[src/rtl/frame_blit.sv]
// Sprite blitter: streams a w x h sprite from ROM into the framebuffer at (x0, y0),
// clipping off-screen pixels and optionally skipping a transparent key colour.
module frame_blit #(
  parameter int FB_W   = 250,
  parameter int FB_H   = 200,
  parameter int ADDR_W = 16
) (
  input  logic              clk,
  input  logic              rst,
  input  logic              start,
  input  logic [9:0]        x0,
  input  logic [8:0]        y0,
  input  logic [7:0]        w,
  input  logic [7:0]        h,
  input  logic              key_en,
  input  logic [11:0]       key,
  output logic [ADDR_W-1:0] src_addr,
  input  logic [11:0]       src_data,
  output logic              fb_we,
  output logic [ADDR_W-1:0] fb_addr,
  output logic [11:0]       fb_data,
  output logic              busy,
  output logic              done
);

  typedef enum logic [1:0] {IDLE, RUN, DRAIN, DONE} state_t;

  localparam logic [10:0]       FB_W_X = 11'(FB_W);
  localparam logic [9:0]        FB_H_Y = 10'(FB_H);
  localparam logic [ADDR_W-1:0] STRIDE = ADDR_W'(FB_W);

  state_t state_reg, state_next;

  logic [9:0]        x0_reg;
  logic [8:0]        y0_reg;
  logic [7:0]        w_reg, h_reg;
  logic              key_en_reg;
  logic [11:0]       key_reg;
  logic [7:0]        i_reg, j_reg;
  logic [ADDR_W-1:0] addr_reg;
  logic              pix_valid_reg;
  logic              clip_reg;
  logic [ADDR_W-1:0] fb_addr_reg;

  logic        accept;
  logic        row_end;
  logic        last_pix;
  logic [10:0] dx;
  logic [9:0]  dy;

  assign accept   = (state_reg == IDLE) && start && (w != 8'd0) && (h != 8'd0);
  assign row_end  = (i_reg == w_reg - 8'd1);
  assign last_pix = row_end && (j_reg == h_reg - 8'd1);
  // Widened sums so a sprite hanging off the right/bottom edge clips instead of wrapping.
  assign dx = {1'b0, x0_reg} + {3'b000, i_reg};
  assign dy = {1'b0, y0_reg} + {2'b00, j_reg};

  always_ff @(posedge clk or posedge rst) begin
    if (rst) state_reg <= IDLE;
    else     state_reg <= state_next;
  end

  always_comb begin
    state_next = state_reg;
    case (state_reg)
      IDLE:  if (start) state_next = ((w != 8'd0) && (h != 8'd0)) ? RUN : DONE;
      RUN:   if (last_pix) state_next = DRAIN;
      DRAIN: state_next = DONE;
      DONE:  state_next = IDLE;
      default: state_next = IDLE;
    endcase
  end

  always_ff @(posedge clk or posedge rst) begin
    if (rst) begin
      x0_reg        <= '0;
      y0_reg        <= '0;
      w_reg         <= '0;
      h_reg         <= '0;
      key_en_reg    <= 1'b0;
      key_reg       <= '0;
      i_reg         <= '0;
      j_reg         <= '0;
      addr_reg      <= '0;
      pix_valid_reg <= 1'b0;
      clip_reg      <= 1'b0;
      fb_addr_reg   <= '0;
    end else begin
      pix_valid_reg <= (state_reg == RUN);
      if (accept) begin
        x0_reg     <= x0;
        y0_reg     <= y0;
        w_reg      <= w;
        h_reg      <= h;
        key_en_reg <= key_en;
        key_reg    <= key;
        i_reg      <= '0;
        j_reg      <= '0;
        addr_reg   <= '0;
      end else if (state_reg == RUN) begin
        // Raster order makes j*w+i a plain running increment.
        addr_reg <= addr_reg + 1'b1;
        if (row_end) begin
          i_reg <= '0;
          j_reg <= j_reg + 8'd1;
        end else begin
          i_reg <= i_reg + 8'd1;
        end
        clip_reg    <= (dx >= FB_W_X) || (dy >= FB_H_Y);
        fb_addr_reg <= ADDR_W'(dy) * STRIDE + ADDR_W'(dx);
      end
    end
  end

  // Write stage lines up with the ROM's one-cycle read latency.
  assign fb_we    = pix_valid_reg && !clip_reg && !(key_en_reg && (src_data == key_reg));
  assign fb_data  = pix_valid_reg ? src_data : 12'h000;
  assign fb_addr  = fb_addr_reg;
  assign src_addr = addr_reg;
  assign busy     = (state_reg == RUN) || (state_reg == DRAIN);
  assign done     = (state_reg == DONE);

endmodule
[config.mk]
export PLATFORM = sky130hd
export DESIGN_NAME = frame_blit
export DESIGN_NICKNAME = d
export VERILOG_FILES = /design/src/rtl/frame_blit.sv
export SDC_FILE = /design/constraint.sdc
export NUM_CORES = 1
export LEC_CHECK = 0
export ABC_AREA = 0
export CAP_MARGIN = 30
export CORE_MARGIN = 8
export CORE_UTILIZATION = 45
export DETAILED_ROUTE_END_ITERATION = 10
export PLACE_DENSITY = 0.8
export SYNTH_ARGS = -nofsm -noshare
export SYNTH_HDL_FRONTEND = slang
export SYNTH_SLANG_ARGS = --single-unit
[constraint.sdc]
create_clock -name clk -period 6.7 [get_ports clk]
set_input_delay 1.675 -clock clk [delete_from_list [all_inputs] [get_ports clk]]
set_output_delay 1.675 -clock clk [all_outputs]
set_load 0.03 [all_outputs]
==> impl_metrics.py <==
metrics = {
    "status": {
        "status": "complete, no violations",
    },
    "worst_setup_path": {
        "critPathArrivalTime_ns": 6.54,
        "cp-end-kind": "flop",
        "path_depth": 26,
        "cp-start-kind": "flop",
        "r2r_slack_ns": 0.40,
        "path_delay_family": "adder cells",
        "rr_worst_depth": 26,
        "cp_num_buf_inv": 4,
        "reg2reg_from": "j_reg[0]",
        "reg2reg_to": "fb_addr[14]",
        "worstSetupStartpoint": "j_reg[0]",
        "crit_fanout": 6,
        "critPathMaxStageDelay_ns": 0.53,
        "worstSetupPathType": "flop to flop",
        "critical_path.endpoint": "fb_addr[14]",
        "required_ns": 6.94,
        "cpMaxStageDelayCell": "fa_1",
    },
    "routing": {
        "drt-initial-drc-count": 255,
        "firstDrtPassIters": 4,
        "vias": 6203,
        "drc": 0,
        "post_drt_wl_per_cell_microns": 15.2,
        "via_per_inst": 5.27,
        "ant_nets": 0,
        "drt_wl_total_microns": 17800,
    },
    "timing": {
        "slew_violations": 0,
        "finalHoldViolCount": 0,
        "min_period_ns": 6.30,
        "clock_skew_ns": 0.0109,
        "max_slew_margin_pct": 36.1,
        "max_freq_ghz": 0.159,
        "worst_pin_slew_ns": 0.958,
        "setup_viol": 0,
        "fin_crit_sh_pct": 94.1,
        "rsz0062_at_grt": "false",
        "final.setup.tns_ns": 0,
    },
    "job": {
        "max_cap_viol_count": 0,
    },
    "floorplanning": {
        "die_w_microns": 146,
        "dieArea_sq_mm": 0.0212,
        "fp.dieH_microns": 146,
        "num_rows": 47,
        "coreArea_sq_mm": 0.0165,
        "start_util_pct": 45.8,
        "io_pins": 110,
    },
    "synthesis": {
        "postSynth.asyncResetShare_pct": 100,
        "synth_area_sq_mm": 0.00756,
        "yosysTopAreaCellShare_pct": 33.1,
        "synthFlopType": "dfrtp_1",
        "synth-seq-cells": 100,
        "ys_warn_count": 0,
        "synth.distinct_cells": 55,
        "synthesis.nets": 1003,
        "yosysMostFrequentCell": "nand2_1",
        "ys_seq_area_share_pct": 33.1,
        "synth_area_per_cell_sq_um": 8.96,
        "yosysTopAreaCell": "dfrtp_1",
        "synth.area.top_cells": "dfrtp_1, ha_1, nand2_1, fa_1, xnor2_1",
        "synth_common_cells": "nand2_1, dfrtp_1, inv_1",
        "synth_enable_flop_cells": 0,
        "synthCells": 844,
    },
    "global_routing": {
        "grt_max_degree": 65,
        "antenna_found_initial": 0,
        "grt_overflow_total": 0,
        "met1_usage_pct": 20.4,
        "track_usage_pct": 17.0,
        "grt_pass1_vias": 6358,
        "grt_pass1_wl_microns": 30100,
        "met2_usage_pct": 28.7,
        "busiest_layer": "met2",
        "grt.met3_usage_pct": 5.91,
    },
    "clock_network": {
        "numCtsBuffers": 9,
        "htreeDepth": 3,
        "worstSkewPairLatency_ns": 0.36,
        "cts_tree": "done",
        "cts-root-buf": "clkbuf_16",
        "cts_resized": 0,
        "cts.clk_slew.worst_paths_ns": 0.08,
        "clockBufferDepth": 2,
        "cts_sinks": 100,
        "holdBufCountCts": 0,
        "postCtsSetupRepairBufs": 0,
    },
    "min_path": {
        "worstHoldPathType": "flop to flop",
    },
    "cells_and_area": {
        "nets": 1110,
        "layout-drive-gt1-share_pct": 4.50,
        "layoutNonFillerInstCount": 1176,
        "syn_to_final_growth_pct": 22.1,
        "post-route-util_pct": 55.9,
        "diodes": 0,
        "fill_cells": 1435,
        "design_area_sq_mm": 0.00923,
    },
    "placed_design": {
        "hpwl_microns": 13800,
        "dp.cells": 1160,
        "place_area_sq_mm": 0.00891,
        "gp_congestion": 0.875,
        "io_buffer_count": 109,
    },
}
-- placed cells by master, fill, tap and decap left out, drive strengths merged, types with 9 or more instances in the layout --
master,n
nand2,159
o21ai,28
a21oi,44
nand3,14
xor2,34
xnor2,59
ha,70
a21o,12
nor4,13
o21a,10
fa,26
clkdlybuf4s50,109
nor2,53
or3,12
mux2,9
clkbuf,9
and2,14
dfrtp,100
inv,76
-- kinds of logic (layout without fill, tap and decap cells) --
group,count (synthesis),in the layout,synth area share [%]
multiplexers,15,15,2.13
flip-flops,100,100,33.1
adder cells (fa/ha/maj),97,97,18.6
XOR/XNOR,94,94,11.1
AND/OR/NAND/NOR,310,310,19.0
buffers and inverters,90,202,4.47
AO/OA/AOI/OAI,138,138,11.7
-- per-stage QoR --
stage                     worst slack [ns]  hold slack (ns)
after floorplan                      0.665            0.445
after global placement               0.386            0.467
after detailed placement             0.209            0.474
after CTS                            0.149            0.497
after global routing               0.00182            0.513
final                                0.396            0.493
-- worst reg2reg max path: cells and delay by family, from the launching register on --
kind	cells	cell delay, ns
compound gates	8	1.40
xor+xnor	4	0.67
flops	1	0.45
mux	1	0.25
simple gates	2	0.27
fa+ha+maj	7	2.91
buf+inv	4	0.26
-- final cells by class --
| type | count | area [sq um] | share of cell area, % |
|---|---|---|---|
| timing repair buffer | 114 | 1130 | 12.2 |
| inverter | 72 | 273 | 2.95 |
| clock inverter | 7 | 80.1 | 0.867 |
| clock buffer | 9 | 225 | 2.44 |
| tap | 220 | 275 | 2.98 |
| sequential | 100 | 2500 | 27.1 |
| multi-input combinational | 654 | 4750 | 51.4 |
-- how the worst min path moves through the flow --
stage / depth (start not counted) / slack [ns] / start / end
2_1_floorplan: 2 / 0.44 / key_en_reg / key_en_reg
3_3_place_gp: 2 / 0.47 / y0_reg[0] / y0_reg[0]
3_5_place_dp: 2 / 0.47 / x0_reg[0] / x0_reg[0]
4_1_cts: 2 / 0.50 / x0_reg[6] / x0_reg[6]
5_1_grt: 2 / 0.51 / x0_reg[6] / x0_reg[6]
6_report: 2 / 0.49 / x0_reg[6] / x0_reg[6]
-- layer usage --
layer	share of wire [%]	vias up
li1	-	3057
met1	43	2983
met2	47	147
met3	8.0	16
met4	1.4	0
met5	0	-
Power is left out: the tool's default activity adds up to more than one toggle a clock period on the data nets, which glitch-free logic cannot reach.
==> edit, RTL diff (same settings) <==
Change the parameter `ADDR_W` from 16 to 17.
--- a/src/rtl/frame_blit.sv
+++ b/src/rtl/frame_blit.sv
@@ -5,3 +5,3 @@
   parameter int FB_H   = 200,
-  parameter int ADDR_W = 16
+  parameter int ADDR_W = 17
 ) (
Ports: changed (resized fb_addr and src_addr); port bits go from 110 to 112. No check against the original RTL was run, so the function may have changed too.
==> edit against the original RTL <==
Worst setup slack got worse by 0.033 ns; area after synthesis increased by 6.7%; final area increased by 5.8%; wire length increased by 3.1%; count of clock-buffer cells in the layout unchanged; critical path type unchanged; sequential cell count increased by 2; sequential share of layout area decreased by 0.96 points.
Power is left out: it rests on default switching activity, and per cell area and clock period it moved more than threefold.
==> edit: results <==
metrics = {
    "sta": {
        "fin_crit_ns": 6.337,
        "tightest_slew_ns": 0.7004,
        "final.setup_skew_ns": 0.01411,
        "hold_ws_ns": 0.4862,
    },
    "logic_synthesis": {
        "async_flop_share_pct": 100.0,
        "synth_nets": 1077,
        "ys_types": 65,
        "synth_commonest_cells": "nand2_1, dfrtp_1, ha_1",
        "synthTopCellsByArea": "dfrtp_1, ha_1, nand2_1",
        "yosysWarnings": 0,
        "yosysSeqAreaShare_pct": 31.65,
    },
    "final_layout": {
        "antenna_cells": 0,
        "nNetsFinal": 1182,
        "register_area_mm2": 0.002552,
        "fill_cells": 1624,
        "drive_gt1_share_pct": 5.088,
    },
    "placed_design": {
        "pre_cts_slack_ns": 0.3891,
        "dp_hpwl_um": 14280,
        "gp_congestion": 0.8742,
        "portBuffers": 111,
    },
    "routing": {
        "drt_iter0_drc": 330,
        "vias": 6643,
        "first_pass_iters": 5,
        "wl_um": 18380,
    },
    "grt": {
        "antenna_found_initial": 1,
        "grt_max_degree": 56,
        "grt_pass1_wl_um": 30950,
        "grt_usage_pct": 16.82,
        "grt_pass1_vias": 6612,
    },
    "critical_path": {
        "crit_fanout": 6,
        "reg2reg_from": "j_reg[0]$_DFFE_PP0P_",
        "rrSetupSlack_ns": 0.36,
        "arrival_ns": 6.58,
    },
    "status": {
        "status": "finished clean",
    },
    "clock_tree": {
        "cts-buffers-inserted": 9,
        "cts_root_buf": "clkbuf_16",
        "cts_setup_buffers": 0,
        "cts_max_level": 3,
    },
    "hold_path": {
        "hold_start": "fb_addr[16]$_DFFE_PP0P_",
    },
}
[edit: changes by cell type in the layout (fill, tap and decap cells not counted), moves of 7 or more]
cell	change
xor2_1	+7
nor3_1	+8
nand3_1	+10
xnor2_1	-13
o21ai_0	+7
nand2_1	+7
[edit: through the flow]
| step | instance area [um2] | cells |
|---|---|---|
| after detailed placement | 9452 | 1235 |
| after global placement | 9424 | 1234 |
| final | 9766 | 1251 |
| after CTS | 9751 | 1251 |
| after floorplan | 8065 | 912 |
| after global routing | 9766 | 1251 |
[edit: repair_timing]
item | in CTS | in global routing
setup endpoints to repair | 0 | 2
hold endpoints to repair | 0 | 0
resized for setup | 0 | 2
[edit: routing by layer]
layer / vias up / GRT usage, % / wire length, um
met1: 3194 / 20.23 / 8069
met5: - / 0 / 13
li1: 3310 / - / -
met3: 22 / 3.840 / 918
met2: 115 / 29.32 / 9123
met4: 2 / 5.147 / 259
[edit: worst max-delay path, stage by stage (launching register included)]
cell and delay, ns:
dfrtp_1 0.45, ha_1 0.23, inv_1 0.07, fa_1 0.40, nor2b_1 0.11, o21ai_0 0.09
nand2b_1 0.19, a21o_1 0.15, a21o_1 0.18, xnor2_1 0.16, inv_1 0.07, ha_1 0.30
fa_1 0.54, inv_1 0.05, fa_1 0.47, fa_1 0.54, inv_1 0.04, ha_1 0.36
o2111ai_1 0.15, nand3b_1 0.12, xor2_1 0.15, ha_1 0.37, nand3_1 0.09, o21ai_0 0.30
nor4b_2 0.29, xnor2_1 0.09, mux2_2 0.27
[edit: cells by family after synthesis]
| group | after synthesis | share of synthesized area, % |
|---|---|---|
| simple gates | 353 | 20.71 |
| compound gates | 158 | 13.02 |
| fa+ha+maj | 103 | 18.55 |
| flops | 102 | 31.65 |
| buf+inv | 93 | 4.437 |
| xor+xnor | 89 | 9.758 |
| mux | 14 | 1.877 |
[edit: area by class of cell]
| cell class | count | area share, % |
|---|---|---|
| inverter | 68 | 2.639 |
| tap | 229 | 2.934 |
| multi-input combinational | 717 | 53.03 |
| sequential | 102 | 26.14 |
| clock buffer | 9 | 2.306 |
| timing repair buffer | 119 | 12.20 |
| clock inverter | 7 | 0.7559 |
[edit: worst paths after layout]
check                                            to  cells past startpoint
min in group asynchronous  src_addr[16]$_DFFE_PP0P_                      2
hold / removal              fb_addr[16]$_DFFE_PP0P_                      2
setup reg to reg            fb_addr[14]$_DFFE_PP0P_                     26
hold reg to reg             fb_addr[16]$_DFFE_PP0P_                      2
max in group asynchronous     y0_reg[4]$_DFFE_PP0P_                      3
setup / recovery            fb_addr[14]$_DFFE_PP0P_                     26
